--- src/rtl/avalon_mm_cmd_master_if.sv ---
// Command, Avalon-MM master and read-response signal bundle for avalon_mm_cmd_master.
// The master modport is the command master's view; slave is the view of its surroundings.
interface avalon_mm_cmd_master_if #(
    parameter int ADDR_W = 32,
    parameter int DATA_W = 32
);
    logic              cmd_valid;
    logic              cmd_ready;
    logic              cmd_write;
    logic [ADDR_W-1:0] cmd_address;
    logic [DATA_W-1:0] cmd_writedata;

    logic [ADDR_W-1:0] m0_address;
    logic              m0_read;
    logic              m0_write;
    logic [DATA_W-1:0] m0_writedata;
    logic [DATA_W-1:0] m0_readdata;
    logic              m0_waitrequest;

    logic              rsp_valid;
    logic              rsp_ready;
    logic [DATA_W-1:0] rsp_data;
    logic              rsp_error;

    modport master (
        input  cmd_valid, cmd_write, cmd_address, cmd_writedata,
        output cmd_ready,
        output m0_address, m0_read, m0_write, m0_writedata,
        input  m0_readdata, m0_waitrequest,
        output rsp_valid, rsp_data, rsp_error,
        input  rsp_ready
    );

    modport slave (
        output cmd_valid, cmd_write, cmd_address, cmd_writedata,
        input  cmd_ready,
        input  m0_address, m0_read, m0_write, m0_writedata,
        output m0_readdata, m0_waitrequest,
        input  rsp_valid, rsp_data, rsp_error,
        output rsp_ready
    );
endinterface

--- src/rtl/avalon_mm_cmd_master.sv ---
// Queues read/write commands and issues them one at a time as Avalon-MM transfers.
// Strobe appears one edge after a command lands in the queue; stuck transfers abort after TIMEOUT cycles.
module avalon_mm_cmd_master #(
    parameter int ADDR_W    = 32,
    parameter int DATA_W    = 32,
    parameter int CMD_DEPTH = 4,
    parameter int TIMEOUT   = 2048
) (
    input  logic                  clk,
    input  logic                  reset,
    avalon_mm_cmd_master_if.master bus,
    output logic [7:0]            timeout_count,
    output logic                  busy
);
    localparam int PW = $clog2(CMD_DEPTH);
    localparam int CW = $clog2(TIMEOUT) + 1;
    localparam logic [PW:0]   FULL_CNT  = (PW+1)'(CMD_DEPTH);
    localparam logic [CW-1:0] WAIT_LAST = CW'(TIMEOUT - 1);

    typedef struct packed {
        logic              wr;
        logic [ADDR_W-1:0] addr;
        logic [DATA_W-1:0] data;
    } cmd_t;

    typedef enum logic [1:0] {IDLE, ISSUE, RESP} state_t;

    // ---------------- command queue ----------------
    cmd_t          mem_q [CMD_DEPTH];
    logic [PW-1:0] wr_ptr_q, wr_ptr_d;
    logic [PW-1:0] rd_ptr_q, rd_ptr_d;
    logic [PW:0]   count_q, count_d;
    logic          rdy_q, rdy_d;
    logic          push, pop, fifo_empty;
    cmd_t          push_dat, head;

    assign push       = bus.cmd_valid & rdy_q;
    assign fifo_empty = (count_q == '0);
    assign head       = mem_q[rd_ptr_q];
    assign push_dat   = '{wr: bus.cmd_write, addr: bus.cmd_address, data: bus.cmd_writedata};

    always_comb begin
        wr_ptr_d = wr_ptr_q;
        rd_ptr_d = rd_ptr_q;
        count_d  = count_q;
        if (push) wr_ptr_d = wr_ptr_q + 1'b1;
        if (pop)  rd_ptr_d = rd_ptr_q + 1'b1;
        case ({push, pop})
            2'b10:   count_d = count_q + 1'b1;
            2'b01:   count_d = count_q - 1'b1;
            default: count_d = count_q;
        endcase
        // Ready is a registered !full, so a pop never frees a slot for the same edge.
        rdy_d = (count_d != FULL_CNT);
    end

    always_ff @(posedge clk or negedge reset) begin
        if (!reset) begin
            wr_ptr_q <= '0;
            rd_ptr_q <= '0;
            count_q  <= '0;
            rdy_q    <= 1'b0;
        end else begin
            wr_ptr_q <= wr_ptr_d;
            rd_ptr_q <= rd_ptr_d;
            count_q  <= count_d;
            rdy_q    <= rdy_d;
        end
    end

    always_ff @(posedge clk) begin
        if (push) mem_q[wr_ptr_q] <= push_dat;
    end

    // ---------------- transfer FSM ----------------
    state_t            state_q, state_d;
    logic [ADDR_W-1:0] m0_address_q, m0_address_d;
    logic [DATA_W-1:0] m0_writedata_q, m0_writedata_d;
    logic              m0_read_q, m0_read_d;
    logic              m0_write_q, m0_write_d;
    logic [CW-1:0]     wait_cnt_q, wait_cnt_d;
    logic              rsp_valid_q, rsp_valid_d;
    logic [DATA_W-1:0] rsp_data_q, rsp_data_d;
    logic              rsp_error_q, rsp_error_d;
    logic [7:0]        timeout_count_q, timeout_count_d;

    always_comb begin
        state_d         = state_q;
        m0_address_d    = m0_address_q;
        m0_writedata_d  = m0_writedata_q;
        m0_read_d       = m0_read_q;
        m0_write_d      = m0_write_q;
        wait_cnt_d      = wait_cnt_q;
        rsp_valid_d     = rsp_valid_q;
        rsp_data_d      = rsp_data_q;
        rsp_error_d     = rsp_error_q;
        timeout_count_d = timeout_count_q;
        pop             = 1'b0;
        case (state_q)
            IDLE: begin
                if (!fifo_empty) begin
                    pop            = 1'b1;
                    m0_address_d   = head.addr;
                    m0_writedata_d = head.data;
                    m0_read_d      = !head.wr;
                    m0_write_d     = head.wr;
                    wait_cnt_d     = '0;
                    state_d        = ISSUE;
                end
            end
            ISSUE: begin
                if (!bus.m0_waitrequest) begin
                    m0_read_d  = 1'b0;
                    m0_write_d = 1'b0;
                    if (m0_read_q) begin
                        rsp_data_d  = bus.m0_readdata;
                        rsp_valid_d = 1'b1;
                        rsp_error_d = 1'b0;
                        state_d     = RESP;
                    end else begin
                        state_d = IDLE;
                    end
                end else if (wait_cnt_q == WAIT_LAST) begin
                    // Abort: reads still owe the consumer an (error) response, writes vanish.
                    m0_read_d  = 1'b0;
                    m0_write_d = 1'b0;
                    if (timeout_count_q != 8'hFF) timeout_count_d = timeout_count_q + 1'b1;
                    if (m0_read_q) begin
                        rsp_data_d  = '0;
                        rsp_valid_d = 1'b1;
                        rsp_error_d = 1'b1;
                        state_d     = RESP;
                    end else begin
                        state_d = IDLE;
                    end
                end else begin
                    wait_cnt_d = wait_cnt_q + 1'b1;
                end
            end
            RESP: begin
                if (bus.rsp_ready) begin
                    rsp_valid_d = 1'b0;
                    rsp_error_d = 1'b0;
                    state_d     = IDLE;
                end
            end
            default: state_d = IDLE;
        endcase
    end

    always_ff @(posedge clk or negedge reset) begin
        if (!reset) begin
            state_q         <= IDLE;
            m0_address_q    <= '0;
            m0_writedata_q  <= '0;
            m0_read_q       <= 1'b0;
            m0_write_q      <= 1'b0;
            wait_cnt_q      <= '0;
            rsp_valid_q     <= 1'b0;
            rsp_data_q      <= '0;
            rsp_error_q     <= 1'b0;
            timeout_count_q <= '0;
        end else begin
            state_q         <= state_d;
            m0_address_q    <= m0_address_d;
            m0_writedata_q  <= m0_writedata_d;
            m0_read_q       <= m0_read_d;
            m0_write_q      <= m0_write_d;
            wait_cnt_q      <= wait_cnt_d;
            rsp_valid_q     <= rsp_valid_d;
            rsp_data_q      <= rsp_data_d;
            rsp_error_q     <= rsp_error_d;
            timeout_count_q <= timeout_count_d;
        end
    end

    assign bus.cmd_ready    = rdy_q;
    assign bus.m0_address   = m0_address_q;
    assign bus.m0_writedata = m0_writedata_q;
    assign bus.m0_read      = m0_read_q;
    assign bus.m0_write     = m0_write_q;
    assign bus.rsp_valid    = rsp_valid_q;
    assign bus.rsp_data     = rsp_data_q;
    assign bus.rsp_error    = rsp_error_q;
    assign timeout_count    = timeout_count_q;
    assign busy             = (state_q != IDLE) || !fifo_empty;
endmodule

--- src/flat_wrapper.sv ---
// flat-port wrapper written by rule: the top's interface ports become plain ports
module avalon_mm_cmd_master_flat 
#(
    parameter int ADDR_W    = 32,
    parameter int DATA_W    = 32,
    parameter int CMD_DEPTH = 4,
    parameter int TIMEOUT   = 2048
)
  (clk, reset, timeout_count, busy, bus_cmd_valid, bus_cmd_write, bus_cmd_address, bus_cmd_writedata, bus_cmd_ready, bus_m0_address, bus_m0_read, bus_m0_write, bus_m0_writedata, bus_m0_readdata, bus_m0_waitrequest, bus_rsp_valid, bus_rsp_data, bus_rsp_error, bus_rsp_ready);
  avalon_mm_cmd_master_if #(.ADDR_W(ADDR_W), .DATA_W(DATA_W)) bus_i ();
  input  logic clk;
  input  logic reset;
  output logic [7:0] timeout_count;
  output logic busy;
  input wire logic [$bits(bus_i.cmd_valid)-1:0] bus_cmd_valid;
  input wire logic [$bits(bus_i.cmd_write)-1:0] bus_cmd_write;
  input wire logic [$bits(bus_i.cmd_address)-1:0] bus_cmd_address;
  input wire logic [$bits(bus_i.cmd_writedata)-1:0] bus_cmd_writedata;
  output wire logic [$bits(bus_i.cmd_ready)-1:0] bus_cmd_ready;
  output wire logic [$bits(bus_i.m0_address)-1:0] bus_m0_address;
  output wire logic [$bits(bus_i.m0_read)-1:0] bus_m0_read;
  output wire logic [$bits(bus_i.m0_write)-1:0] bus_m0_write;
  output wire logic [$bits(bus_i.m0_writedata)-1:0] bus_m0_writedata;
  input wire logic [$bits(bus_i.m0_readdata)-1:0] bus_m0_readdata;
  input wire logic [$bits(bus_i.m0_waitrequest)-1:0] bus_m0_waitrequest;
  output wire logic [$bits(bus_i.rsp_valid)-1:0] bus_rsp_valid;
  output wire logic [$bits(bus_i.rsp_data)-1:0] bus_rsp_data;
  output wire logic [$bits(bus_i.rsp_error)-1:0] bus_rsp_error;
  input wire logic [$bits(bus_i.rsp_ready)-1:0] bus_rsp_ready;
  assign bus_i.cmd_valid = bus_cmd_valid;
  assign bus_i.cmd_write = bus_cmd_write;
  assign bus_i.cmd_address = bus_cmd_address;
  assign bus_i.cmd_writedata = bus_cmd_writedata;
  assign bus_cmd_ready = bus_i.cmd_ready;
  assign bus_m0_address = bus_i.m0_address;
  assign bus_m0_read = bus_i.m0_read;
  assign bus_m0_write = bus_i.m0_write;
  assign bus_m0_writedata = bus_i.m0_writedata;
  assign bus_i.m0_readdata = bus_m0_readdata;
  assign bus_i.m0_waitrequest = bus_m0_waitrequest;
  assign bus_rsp_valid = bus_i.rsp_valid;
  assign bus_rsp_data = bus_i.rsp_data;
  assign bus_rsp_error = bus_i.rsp_error;
  assign bus_i.rsp_ready = bus_rsp_ready;
  avalon_mm_cmd_master #(.ADDR_W(ADDR_W), .DATA_W(DATA_W), .CMD_DEPTH(CMD_DEPTH), .TIMEOUT(TIMEOUT)) u_core (.clk(clk), .reset(reset), .bus(bus_i), .timeout_count(timeout_count), .busy(busy));
endmodule
--- config.mk ---
export PLATFORM = sky130hd
export DESIGN_NAME = avalon_mm_cmd_master_flat
export DESIGN_NICKNAME = d
export VERILOG_FILES = /design/src/rtl/avalon_mm_cmd_master_if.sv /design/src/rtl/avalon_mm_cmd_master.sv /design/src/flat_wrapper.sv
export SDC_FILE = /design/constraint.sdc
export NUM_CORES = 1
export LEC_CHECK = 0
export ABC_CLOCK_PERIOD_IN_PS = 3000
export BUFFER_PORTS_ARGS = -buffer_cell sky130_fd_sc_hd__buf_2
export CAP_MARGIN = 20
export CELL_PAD_IN_SITES_DETAIL_PLACEMENT = 2
export CELL_PAD_IN_SITES_GLOBAL_PLACEMENT = 2
export CORE_MARGIN = 1.5
export CORE_UTILIZATION = 35
export DETAILED_ROUTE_END_ITERATION = 10
export PLACE_DENSITY_LB_ADDON = 0.1
export SETUP_SLACK_MARGIN = 0.1
export SLEW_MARGIN = 15
export SYNTH_ARGS = -nofsm -noshare
export SYNTH_HDL_FRONTEND = slang
export SYNTH_SLANG_ARGS = --single-unit
--- constraint.sdc ---
create_clock -name clk -period 3 [get_ports clk]
set_input_delay 0.45 -clock clk [delete_from_list [all_inputs] [get_ports clk]]
set_output_delay 0.45 -clock clk [all_outputs]
set_load 0.01 [all_outputs]
# Word level (Yosys, flattened, before mapping)
# Memories as Yosys holds them, arrays and structs flattened.
# Index checks and enable logic that the tools add are counted.
# op_classes
addsub,6
n_reduce_logical,17
eq_ne,16
bitwise,2
n_mux,35
# ops
operator,n
$mux 32,4
$mux 12,3
$pmux 12 s2,1
$mux 1,16
$add 12x1->12 const B,1
$eq 12x11->1 const B,1
$reduce_and 4->1,3
$mux 2,5
$ne 3x2->1 const B,3
$reduce_and 3->1,3
$add 8x1->8 const B,1
$ne 2x2->1 const B,4
$ne 8x8->1 const B,1
$pmux 1 s2,4
$reduce_bool 2->1,4
$pmux 2 s3,1
$pmux 3 s2,1
$reduce_and 5->1,1
$add 2x1->2 const B,2
$eq 2x1->1 const B,2
$eq 2x2->1 const B,2
$ne 2x1->1 const B,2
$add 3x1->3 const B,1
$logic_not 3->1,1
8 further kinds,9
# word_totals
ff_bits,130
ramBits,260
memories,1
output_inout_bits,110
in_bits,102
word_cells,91
# mem_list
name,words,width,read_ports,rd_clocked_by_memory_dff,wr,line,text
u_core.mem_q,4,65,1,0,1,avalon_mm_cmd_master.sv:29,cmd_t mem_q [CMD_DEPTH];

# Depth between registers and ports, before layout
# Gate-level depths: netlist (run 1).
# logic_depth
word_depth,6
ltp_mapped,12
ltp_nobuf,11

# Worst setup path before layout (run 1)
# Ideal clock, no wire load.
# synth_path
path_kind,register to register
start,reg u_core.wr_ptr_q[0]
end,mem u_core.mem_q[2][0] in the netlist's numbering (enable)
path_stages_with_launch,4
path_buffers,0
arrival_time_ps,2190
setup_time_ps,430
required_time_ps,2570
period_less_slack_ps,2620
slack_ps,380
path_cell_list,dfrtp_1 > inv_1 > ha_1 > and3_1
# synth_rtl
item,line,text
"start, declared",avalon_mm_cmd_master.sv:30,"logic [PW-1:0] wr_ptr_q, wr_ptr_d;"
"start signal, assigned",avalon_mm_cmd_master.sv:64,wr_ptr_q <= wr_ptr_d;
"end, declared",avalon_mm_cmd_master.sv:29,
# No word-level cell before the write port.

# Final worst setup path (run 1)
# layout_path
start,reg u_core.state_q[0]
end,out busy
# layout_between
elab_chain_cells,2
# layout_rtl
item,line,text
"start, declared",avalon_mm_cmd_master.sv:76,"state_t state_q, state_d;"
"start signal, assigned",avalon_mm_cmd_master.sv:164,state_q <= state_d;
$reduce_bool 2->1,avalon_mm_cmd_master.sv:186,assign busy = (state_q != IDLE) || !fifo_empty;
$logic_or 1x1->1,avalon_mm_cmd_master.sv:186,
"end, declared",flat_wrapper.sv:14,output logic busy;
# No other way between the ends.

==> results of run 1 <==
synth_stat cells (all sizes together):
library cell,instances,area share
and4,1,0.00059
nand2b,4,0.0017
or4,9,0.0046
or3,1,0.00042
o41ai,1,0.0011
nor2,7,0.0018
o2111ai,1,0.00059
and3,6,0.0025
or4b,1,0.00068
nor4b,1,0.00059
inv,11,0.0028
a31o,1,0.00059
nand3,8,0.0027
dfrtp,130,0.22
nand2,212,0.054
ha,11,0.0093
o211ai,1,0.00051
o2bb2ai,2,0.0012
a21oi,10,0.0034
xnor2,4,0.0024
mux2,5,0.0038
mux4,65,0.099
o31ai,9,0.0046
o21a,2,0.0010
a221o,1,0.00068
edfxtp,260,0.53
fa,1,0.0014
xor2,8,0.0047
nor3,5,0.0020
mux2i,2,0.0014
o21ai,4,0.0014
nand4,5,0.0025
a31oi,1,0.00042
and2,2,0.00085
clkbuf,24,0.0061
a21o,1,0.0010
nor3b,1,0.00051
nand4b,1,0.00059
buf,17,0.0069
a22o,32,0.019
nor4,4,0.0021
worst min path at each step:
stage                              endpoint                  start  cells past startpoint
floorplan              u_core.bus.cmd_ready                  reset                      0
global placement       u_core.bus.rsp_valid                  reset                      1
detailed placement     u_core.bus.rsp_valid                  reset                      1
CTS                      u_core.mem_q[0][3]   bus_cmd_writedata[3]                      1
global route        u_core.bus.rsp_data[25]    bus_m0_readdata[25]                      2
finish                  u_core.mem_q[1][31]  bus_cmd_writedata[31]                      1
kinds of logic (layout without fill, tap and decap cells):
group | Yosys count | in the layout | synth area share
flip-flops | 390 | 390 | 0.7486
AND/OR/NAND/NOR | 268 | 268 | 0.07808
multiplexers | 72 | 72 | 0.1043
AO/OA/AOI/OAI | 66 | 66 | 0.03540
buffers and inverters | 52 | 326 | 0.01584
adder cells (fa/ha/maj) | 12 | 12 | 0.01067
XOR/XNOR | 12 | 12 | 0.007114
other | 0 | 3 | 0
sequential cells by signal (all words and copies together), names as in the netlist:
register,cells
u_core.bus.m0_read,1
u_core.timeout_count,8
u_core.bus.m0_write,1
u_core.bus.cmd_ready,1
u_core.bus.rsp_error,1
u_core.mem_q,260
u_core.bus.rsp_data,32
u_core.state_q,2
u_core.count_q,3
u_core.wr_ptr_q,2
u_core.bus.m0_writedata,32
u_core.wait_cnt_q,12
u_core.rd_ptr_q,2
u_core.bus.rsp_valid,1
u_core.bus.m0_address,32
worst max-delay path: stages, from the launching register on:
cell	delay, ns
dfrtp_1	0.39
inv_1	0.11
ha_1	0.30
or4b_2	0.73
buf_2	0.20
through the flow:
| stage | cell area [sq um] | hold slack [ns] | worst slack, ns | util | total power, W |
|---|---|---|---|---|---|
| after global placement | 16660 | 0.4378 | 0.6705 | 0.3990 | 0.01402 |
| after floorplan | 14770 | 0.1544 | 0.3799 | - | 0.01166 |
| final | 18090 | 0.1006 | 0.2635 | 0.4332 | 0.01909 |
| after CTS | 18080 | 0.05975 | 0.2075 | 0.4330 | 0.01957 |
| after global routing | 18080 | 0.07517 | 0.1248 | 0.4330 | 0.02031 |
| after detailed placement | 16660 | 0.4398 | 0.6027 | 0.3990 | 0.01422 |
power breakdown:
group | switching, W | internal (W)
clock network | 0.00212 | 0.00310
logic | 0.00339 | 0.00245
registers | 0.000766 | 0.00726
final cells by class:
| type | instances | area share |
|---|---|---|
| Clock inverter | 19 | 0.008023 |
| Multi-Input combinational cell | 430 | 0.1947 |
| Tap cell | 539 | 0.03728 |
| Timing Repair Buffer | 233 | 0.07559 |
| Antenna cell | 3 | 0.0004150 |
| Clock buffer | 63 | 0.06992 |
| Sequential cell | 390 | 0.6118 |
| Inverter | 11 | 0.002282 |
metal layers:
metal,GRT usage,share of wire,up-vias
li1,-,-,3767
met1,0.2193,0.43,4355
met2,0.2948,0.49,200
met3,0.04558,0.053,69
met4,0.05487,0.026,10
met5,0,0.0017,-
cell usage in the layout, fill, tap and decap left out, drive strengths merged, types with 3 or more instances in the layout:
cell    Yosys  final
a21oi      10     10
a22o       32     32
and3        6      6
buf        17    232
clkbuf     24     63
clkinv      0     16
dfrtp     130    130
diode       0      3
edfxtp    260    260
ha         11     11
inv        11     11
mux2        5      5
mux4       65     65
nand2     212    212
nand2b      4      4
nand3       8      8
nand4       5      5
nor2        7      7
nor3        5      5
nor4        4      4
o21ai       4      4
o31ai       9      9
or4         9      9
xnor2       4      4
xor2        8      8
==> flow_metrics.tcl, run 1 <==
set metrics [dict create \
    finalCriticalPeriod_ns 2.736 \
    critPathMaxFanout 7 \
    worst_pin_slew_ns 0.9313 \
    cts-resized-gates 0 \
    io_buffers 211 \
    die_y_um 208.5 \
    power.density_nw_per_um2 1055 \
    ys_ff_latch 390 \
    cp-end-kind "output port" \
    ir_worst_vdd_mv 0.5464 \
    layout.nets 1224 \
    via_per_inst 4.977 \
    dp_hpwl_um 22930 \
    fin_cells 1688 \
    p_leak_nw 7.241 \
    ctsHoldBuffers 1 \
    syn_area_per_cell_sq_um 16.94 \
    endpoint "busy" \
    io_pins 212 \
    track_usage 0.1745 \
    gp_congestion 0.7156 \
    seq_area_sq_um 11070 \
    hp-class "primary input to flop" \
    cts_sinks 390 \
    first_global_vias 9568 \
    cts_tree "done" \
    start_kind "flop" \
    drive_gt1_frac 0.3298 \
    grt_overflow 0 \
    outcome "finished, final reports clean" \
    cp.arrival_ns 2.29 \
    slew_violations 0 \
    coreArea_sq_um 41760 \
    syn_to_final_growth_pct 22.45 \
    r2r_slack_ns 0.69 \
    clock_latency_ns 0.57 \
    drt-wirelength-per-cell_um 21.74 \
    crit_path_start "u_core.state_q[0]" \
    max_freq_mhz 365.4 \
    grt_pass1_wl_um 57480 \
    nFillCells 3988 \
    syn_area_sq_um 14770 \
    drc 0 \
    r2r_start "u_core.state_q[0]" \
    synth.distinct_cells 47 \
    clock_skew_ns 0.01738 \
    grt_max_degree 67 \
    critical_path_class "flop to output port" \
    worstRegToRegCells 11 \
    cts_buffers 44 \
    first_pass_iters 4 \
    h-tree-depth 2 \
    via_count 8401 \
    synth_cells 872 \
    rows 75 \
    setup_viol 0 \
    max_cap_violations 0 \
    seq_area_frac_synth 0.7486 \
    fp.dieW_um 208.5 \
    routed_wl_um 36690 \
    finalHoldViolations 0 \
    dieArea_sq_um 43450 \
    ant_nets 0 \
    cp_data_required_time_ns 2.55 \
    dp.cells 1602 \
    start_util 0.3538 \
    syn_nets 986 \
    finalCritPeriodShare 0.9122 \
    multiInputGateArea_sq_um 3522 \
    cts_setup_buffers 0 \
    drtIter0Drc 354 \
    reg2reg_to "u_core.bus.cmd_ready" \
    antenna_found_initial 10 \
    slew-limit-headroom 0.3791 \
    path_clk_slew_ns 0.06 \
    cts_root_buffer "clkbuf_16" \
    tns_ns 0 \
    rsz0062_at_grt "false" \
    yosysWarnings 0 \
    cts_max_path_buffers 3 \
]
(Power assumes the default switching activity.)
==> inputs of run 2 (changes only) <==
--- a/config.mk
+++ b/config.mk
@@ -5,8 +5,9 @@
 export SDC_FILE = /design/constraint.sdc
 export NUM_CORES = 1
 export LEC_CHECK = 0
+export ABC_AREA = 1
 export ABC_CLOCK_PERIOD_IN_PS = 3000
-export BUFFER_PORTS_ARGS = -buffer_cell sky130_fd_sc_hd__buf_2
+export BUFFER_PORTS_ARGS = -buffer_cell sky130_fd_sc_hd__clkbuf_2
 export CAP_MARGIN = 20
 export CELL_PAD_IN_SITES_DETAIL_PLACEMENT = 2
 export CELL_PAD_IN_SITES_GLOBAL_PLACEMENT = 2
==> flow_metrics.tcl, run 2 <==
set metrics [dict create \
    outcome "finished, final reports clean" \
    synth_cells 1305 \
    dp_hpwl_um 24740 \
    grt_pass1_wl_um 66160 \
    cts_root_buffer "clkbuf_16" \
    first_global_vias 11697 \
    slew_violations 0 \
    antenna_found_initial 9 \
    largest_reg_flops 260 \
    grt_overflow 0 \
    cp.arrival_ns 2.72 \
    ys_top_cells_by_count "nor2_1 (344), edfxtp_1 (260), o21ai_0 (147), nand2_1 (138), dfrtp_1 (130)" \
    cp-end-kind "flop" \
    min_from "bus_cmd_writedata[27]" \
    worst_pin_slew_ns 0.8303 \
    start_util 0.3542 \
    ir_worst_vdd_mv 0.6841 \
    layout.nets 1625 \
    power.density_nw_per_um2 1056 \
    seq_power_share 0.407 \
    finalCritPeriodShare 0.7621 \
    clock_latency_ns 0.56 \
    p_comb_frac 0.333 \
    ctsHoldBuffers 1 \
    fp.dieW_um 211.8 \
    drt-wirelength-per-cell_um 19.59 \
    synth_top_area_share 0.5116 \
    drive_gt1_frac 0.1999 \
    via_count 10528 \
    p_total_w 0.01942 \
    drc 0 \
    p_clk_frac 0.260 \
    synth.distinct_cells 31 \
    crit_path_start "u_core.state_q[1]" \
    cts_setup_buffers 0 \
    clock_skew_ns 0.01920 \
    synth.most_common_cell "nor2_1" \
    cts_tree "done" \
    yosysWarnings 0 \
    io_pins 212 \
    finalHoldViolations 0 \
    max_cap_violations 0 \
    p_switching_w 0.007155 \
    place_ws_ns 0.6930 \
    start_kind "flop" \
    final_common_cell "nor2_1" \
    cts_buffers 44 \
    cts_sinks 390 \
    cp_data_required_time_ns 3.44 \
    h-tree-depth 2 \
    synthFlopType "edfxtp_1" \
    r2r_start "u_core.state_q[1]" \
    die_y_um 211.8 \
    synth_edf_count 260 \
    nFillCells 4473 \
    max_freq_mhz 437.4 \
    first_pass_iters 4 \
    grt_max_degree 132 \
    critical_path_class "flop to flop" \
    utilization 0.4267 \
    tns_ns 0 \
    syn_to_final_growth_pct 20.46 \
    setup_viol 0 \
    rows 76 \
    routed_wl_um 41820 \
    via_per_inst 4.931 \
    fin_ws_ns 0.7138 \
    gp_congestion 0.7145 \
    path_clk_slew_ns 0.06 \
    cts-resized-gates 0 \
    fin_area_sq_um 18380 \
    synthArstFlopShare 0.3333 \
    synth_area_leaders "edfxtp_1 (51%), dfrtp_1 (21%), nor2_1 (8.5%), o21ai_0 (4.8%), nand2_1 (3.4%)" \
    power.internal_w 0.01226 \
    slew-limit-headroom 0.4465 \
    ant_nets 0 \
    syn_nets 1419 \
    seq_area_frac_synth 0.7248 \
    placed_cell_area_sq_um 17010 \
    drtIter0Drc 467 \
    p_leak_nw 7.187 \
    syn_area_sq_um 15260 \
    hp-class "primary input to flop" \
    dieArea_sq_um 44860 \
    finalCriticalPeriod_ns 2.286 \
    ys_ff_latch 390 \
    cts_max_path_buffers 3 \
    yosys.area.top_type "edfxtp_1" \
    io_buffers 211 \
    syn_area_per_cell_sq_um 11.69 \
    p_sw_frac 0.3685 \
    rsz0062_at_grt "false" \
    track_usage 0.1924 \
    largest-register "u_core.mem_q" \
    mostFrequentLayoutCells "nor2_1 (340), edfxtp_1 (260), clkbuf_2 (210)" \
    coreArea_sq_um 43080 \
    critPathMaxFanout 4 \
]
==> run 2: path summary, 6_finish.rpt <==
check                                            endpoint  cells after the start  slack, ns
worst max register to register       u_core.bus.cmd_ready                     11       0.71
min in group asynchronous       u_core.bus.m0_address[17]                      2       0.34
worst min register to register     u_core.bus.rsp_data[3]                      2       0.47
worst min-delay path                  u_core.mem_q[2][27]                      1        0.1
max in group asynchronous              u_core.rd_ptr_q[0]                      3       1.93
worst max-delay path                 u_core.bus.cmd_ready                     11       0.71
==> run 2: cell type report <==
type                       count  area, sq um  area share
timing repair buffer         231         1328     0.07222
multi-input combinational    807         3750      0.2040
antenna                        4        10.01   0.0005446
clock inverter                17        115.1    0.006262
clock buffer                  64         1239     0.06739
sequential                   390        11070      0.6020
tap                          585        732.0     0.03982
inverter                      37        142.6    0.007760
==> run 2: logic make-up after synthesis <==
kind of cell               count (synthesis)  synth area share
AOI/OAI and AO/OA                        230           0.08232
xor gates and xnor gates                   9          0.005166
adders and majority gates                 12           0.01033
buffers and inverters                    108           0.03140
DFF                                      390            0.7248
and+or+nand+nor                          556            0.1460
==> run 2: power by group through the flow <==
| stage | clock (W) | sequential (W) | combinational [W] |
|---|---|---|---|
| floorplan | 0 | 0.00818 | 0.00384 |
| global placement | 0 | 0.00795 | 0.00645 |
| detailed placement | 0 | 0.00801 | 0.00671 |
| CTS | 0.00524 | 0.00792 | 0.00674 |
| global route | 0.00543 | 0.00805 | 0.00740 |
| finish | 0.00506 | 0.00790 | 0.00646 |
==> run 2: metal layers <==
layer  part of all wire  vias up  global-route usage  wire (um)
li1                   -     4927                   -          -
met1               0.42     5305              0.2328      17510
met2               0.50      214              0.3375      21010
met3              0.054       70             0.04673       2255
met4              0.023       12             0.05985        958
met5             0.0019        -                   0         80
==> run 2: stage by stage <==
step / hold WS, ns / std cells
floorplan: 0.1544 / 1305
global placement: 0.3554 / 2049
detailed placement: 0.3557 / 2049
CTS: 0.06509 / 2131
global route: 0.08725 / 2133
finish: 0.09817 / 2135
==> run 2: worst max-delay path: stages, from the launching register on <==
cell and delay [ns]:
dfrtp_1 0.41, inv_1 0.11, ha_1 0.23, nand2_1 0.14
inv_4 0.09, ha_1 0.15, inv_1 0.08, fa_1 0.44
a21oi_1 0.15, o21ai_0 0.11, xor2_1 0.18, nand2_1 0.08
==> inputs of run 3 (changes only) <==
--- a/config.mk
+++ b/config.mk
@@ -6,13 +6,13 @@
 export NUM_CORES = 1
 export LEC_CHECK = 0
 export ABC_AREA = 1
-export ABC_CLOCK_PERIOD_IN_PS = 3000
+export ABC_CLOCK_PERIOD_IN_PS = 1900
 export BUFFER_PORTS_ARGS = -buffer_cell sky130_fd_sc_hd__clkbuf_2
 export CAP_MARGIN = 20
 export CELL_PAD_IN_SITES_DETAIL_PLACEMENT = 2
 export CELL_PAD_IN_SITES_GLOBAL_PLACEMENT = 2
 export CORE_MARGIN = 1.5
-export CORE_UTILIZATION = 35
+export CORE_UTILIZATION = 34
 export DETAILED_ROUTE_END_ITERATION = 10
 export PLACE_DENSITY_LB_ADDON = 0.1
 export SETUP_SLACK_MARGIN = 0.1
==> constraint.sdc (replaced) <==
create_clock -name clk -period 1.9 [get_ports clk]
set_input_delay 0.285 -clock clk [delete_from_list [all_inputs] [get_ports clk]]
set_output_delay 0.285 -clock clk [all_outputs]
set_load 0.01 [all_outputs]
==> flow_metrics.tcl, run 3 (same netlist as run 2, synthesis figures left out) <==
set metrics [dict create \
    outcome "finished with violations" \
    violations "setup timing" \
    ir_worst_vdd_mv 1.224 \
    finalCriticalPeriod_ns 1.974 \
    layout.nets 1755 \
    routed_wl_um 45820 \
    cts_max_path_buffers 3 \
    die_y_um 214.9 \
    final_common_cell "nor2_1" \
    dieArea_sq_um 46160 \
    r2r_slack_ns -0.07 \
    min_from "bus_cmd_valid" \
    gp_congestion 0.7319 \
    cp.arrival_ns 2.42 \
    worst_pin_slew_ns 0.4939 \
    place_ws_ns -0.01743 \
    via_per_inst 4.919 \
    reg2reg_to "u_core.bus.cmd_ready" \
    fin_ws_ns -0.07412 \
    fin_cells 2271 \
    path_clk_slew_ns 0.06 \
    cts_tree "done" \
    mostFrequentLayoutCells "nor2_1 (298), edfxtp_1 (260), clkbuf_2 (209)" \
    dp.cells 2076 \
    clock_skew_ns 0.01506 \
    drc 0 \
    cp-end-kind "flop" \
    h-tree-depth 2 \
    crit_path_start "u_core.state_q[0]" \
    syn_to_final_growth_pct 32.70 \
    critPathMaxFanout 3 \
    rsz0062_at_grt "true" \
    start_kind "flop" \
    drtIter0Drc 563 \
    cp_data_required_time_ns 2.35 \
    drive_gt1_frac 0.2469 \
    antenna_found_initial 2 \
    seq_area_sq_um 11070 \
    topRoutingLayerUsed "met4" \
    hold_depth 4 \
    min_to "u_core.count_q[1]" \
    rows 77 \
    first_pass_iters 4 \
    worstRegToRegCells 12 \
    multiInputGateArea_sq_um 4131 \
    hp-class "primary input to flop" \
    cts_buffers 44 \
    finalHoldViolations 0 \
    track_usage 0.1969 \
    setup_viol 2 \
    coreArea_sq_um 44220 \
    clock_latency_ns 0.57 \
    first_global_vias 12432 \
    critical_path_class "flop to flop" \
    grt_max_degree 130 \
    power.density_nw_per_um2 1663 \
    finalCritPeriodShare 1.039 \
    io_buffers 211 \
    dp_hpwl_um 26070 \
    r2r_start "u_core.state_q[0]" \
    cts_root_buffer "clkbuf_16" \
    hold_slack_ns 0.2111 \
    p_leak_nw 7.872 \
    slew_violations 0 \
    max_cap_violations 0 \
    wl_met3_um 1599 \
    largest-register "u_core.mem_q" \
    max_freq_mhz 506.6 \
    start_util 0.3451 \
    cts_sinks 390 \
    nFillCells 4432 \
    wl_met1_um 19080 \
    ant_nets 0 \
    wl_met2_um 24290 \
    io_pins 212 \
    grt_overflow 0 \
    via_count 11170 \
    drt-wirelength-per-cell_um 20.17 \
    fp.dieW_um 214.9 \
    grt_pass1_wl_um 70590 \
    slew-limit-headroom 0.6708 \
    largest_reg_flops 260 \
]
## run 3: worst max-delay path by stage
| stage | endpoint | slack (ns) | cells after the start |
|---|---|---|---|
| finish | u_core.bus.cmd_ready | -0.07 | 12 |
| global route | u_core.bus.cmd_ready | -0.18 | 12 |
| CTS | busy | -0.1 | 6 |
| detailed placement | u_core.bus.cmd_ready | -0.02 | 11 |
| global placement | u_core.bus.cmd_ready | 0.02 | 11 |
| floorplan | u_core.mem_q[2][0] | -0.12 | 4 |
## run 3: routing by layer
metal	GRT usage	vias up
li1	-	5185
met1	0.2330	5726
met2	0.3671	205
met3	0.03114	54
met4	0.05516	0
met5	0	-
## run 3: worst max-delay path, stage by stage, from the launching register on
cell and delay [ns]:
dfrtp_1 0.38, inv_2 0.08, ha_4 0.15, buf_4 0.11
nand2_4 0.05, inv_4 0.06, ha_4 0.12, inv_2 0.05
fa_2 0.35, a21oi_2 0.11, o21ai_1 0.09, xor2_1 0.22
nand2_1 0.08
## run 3: timing repair
action	4_1_cts	5_1_grt
gates cloned	0	3
hold endpoints to repair	321	0
buffers inserted	8	2
pin swaps	12	3
gates resized for setup	45	42
setup endpoints to repair	3	104
hold buffers	98	0
## run 3: power by group
| part | switching (W) | total [W] | internal [W] |
|---|---|---|---|
| combinational | 0.00807 | 0.0127 | 0.00458 |
| clock | 0.00335 | 0.00843 | 0.00507 |
| sequential | 0.00112 | 0.0126 | 0.0115 |
## run 3: cell type report
type	count	share of cell area
antenna	2	0.0002472
clock buffer	72	0.06414
clock inverter	10	0.006550
inverter	37	0.007106
multi-input combinational	808	0.2040
sequential	390	0.5465
tap	592	0.03658
timing repair buffer	360	0.1348
## run 3: metrics by stage
step,utilization,setup TNS [ns],power [W],instance area [sq um]
floorplan,-,-28.58,0.01913,15340
global placement,0.3923,0,0.02335,17350
detailed placement,0.3923,-0.01743,0.02386,17350
CTS,0.4525,-0.1478,0.03338,20010
global route,0.4579,-0.3763,0.03589,20250
finish,0.4579,-0.1364,0.03367,20250
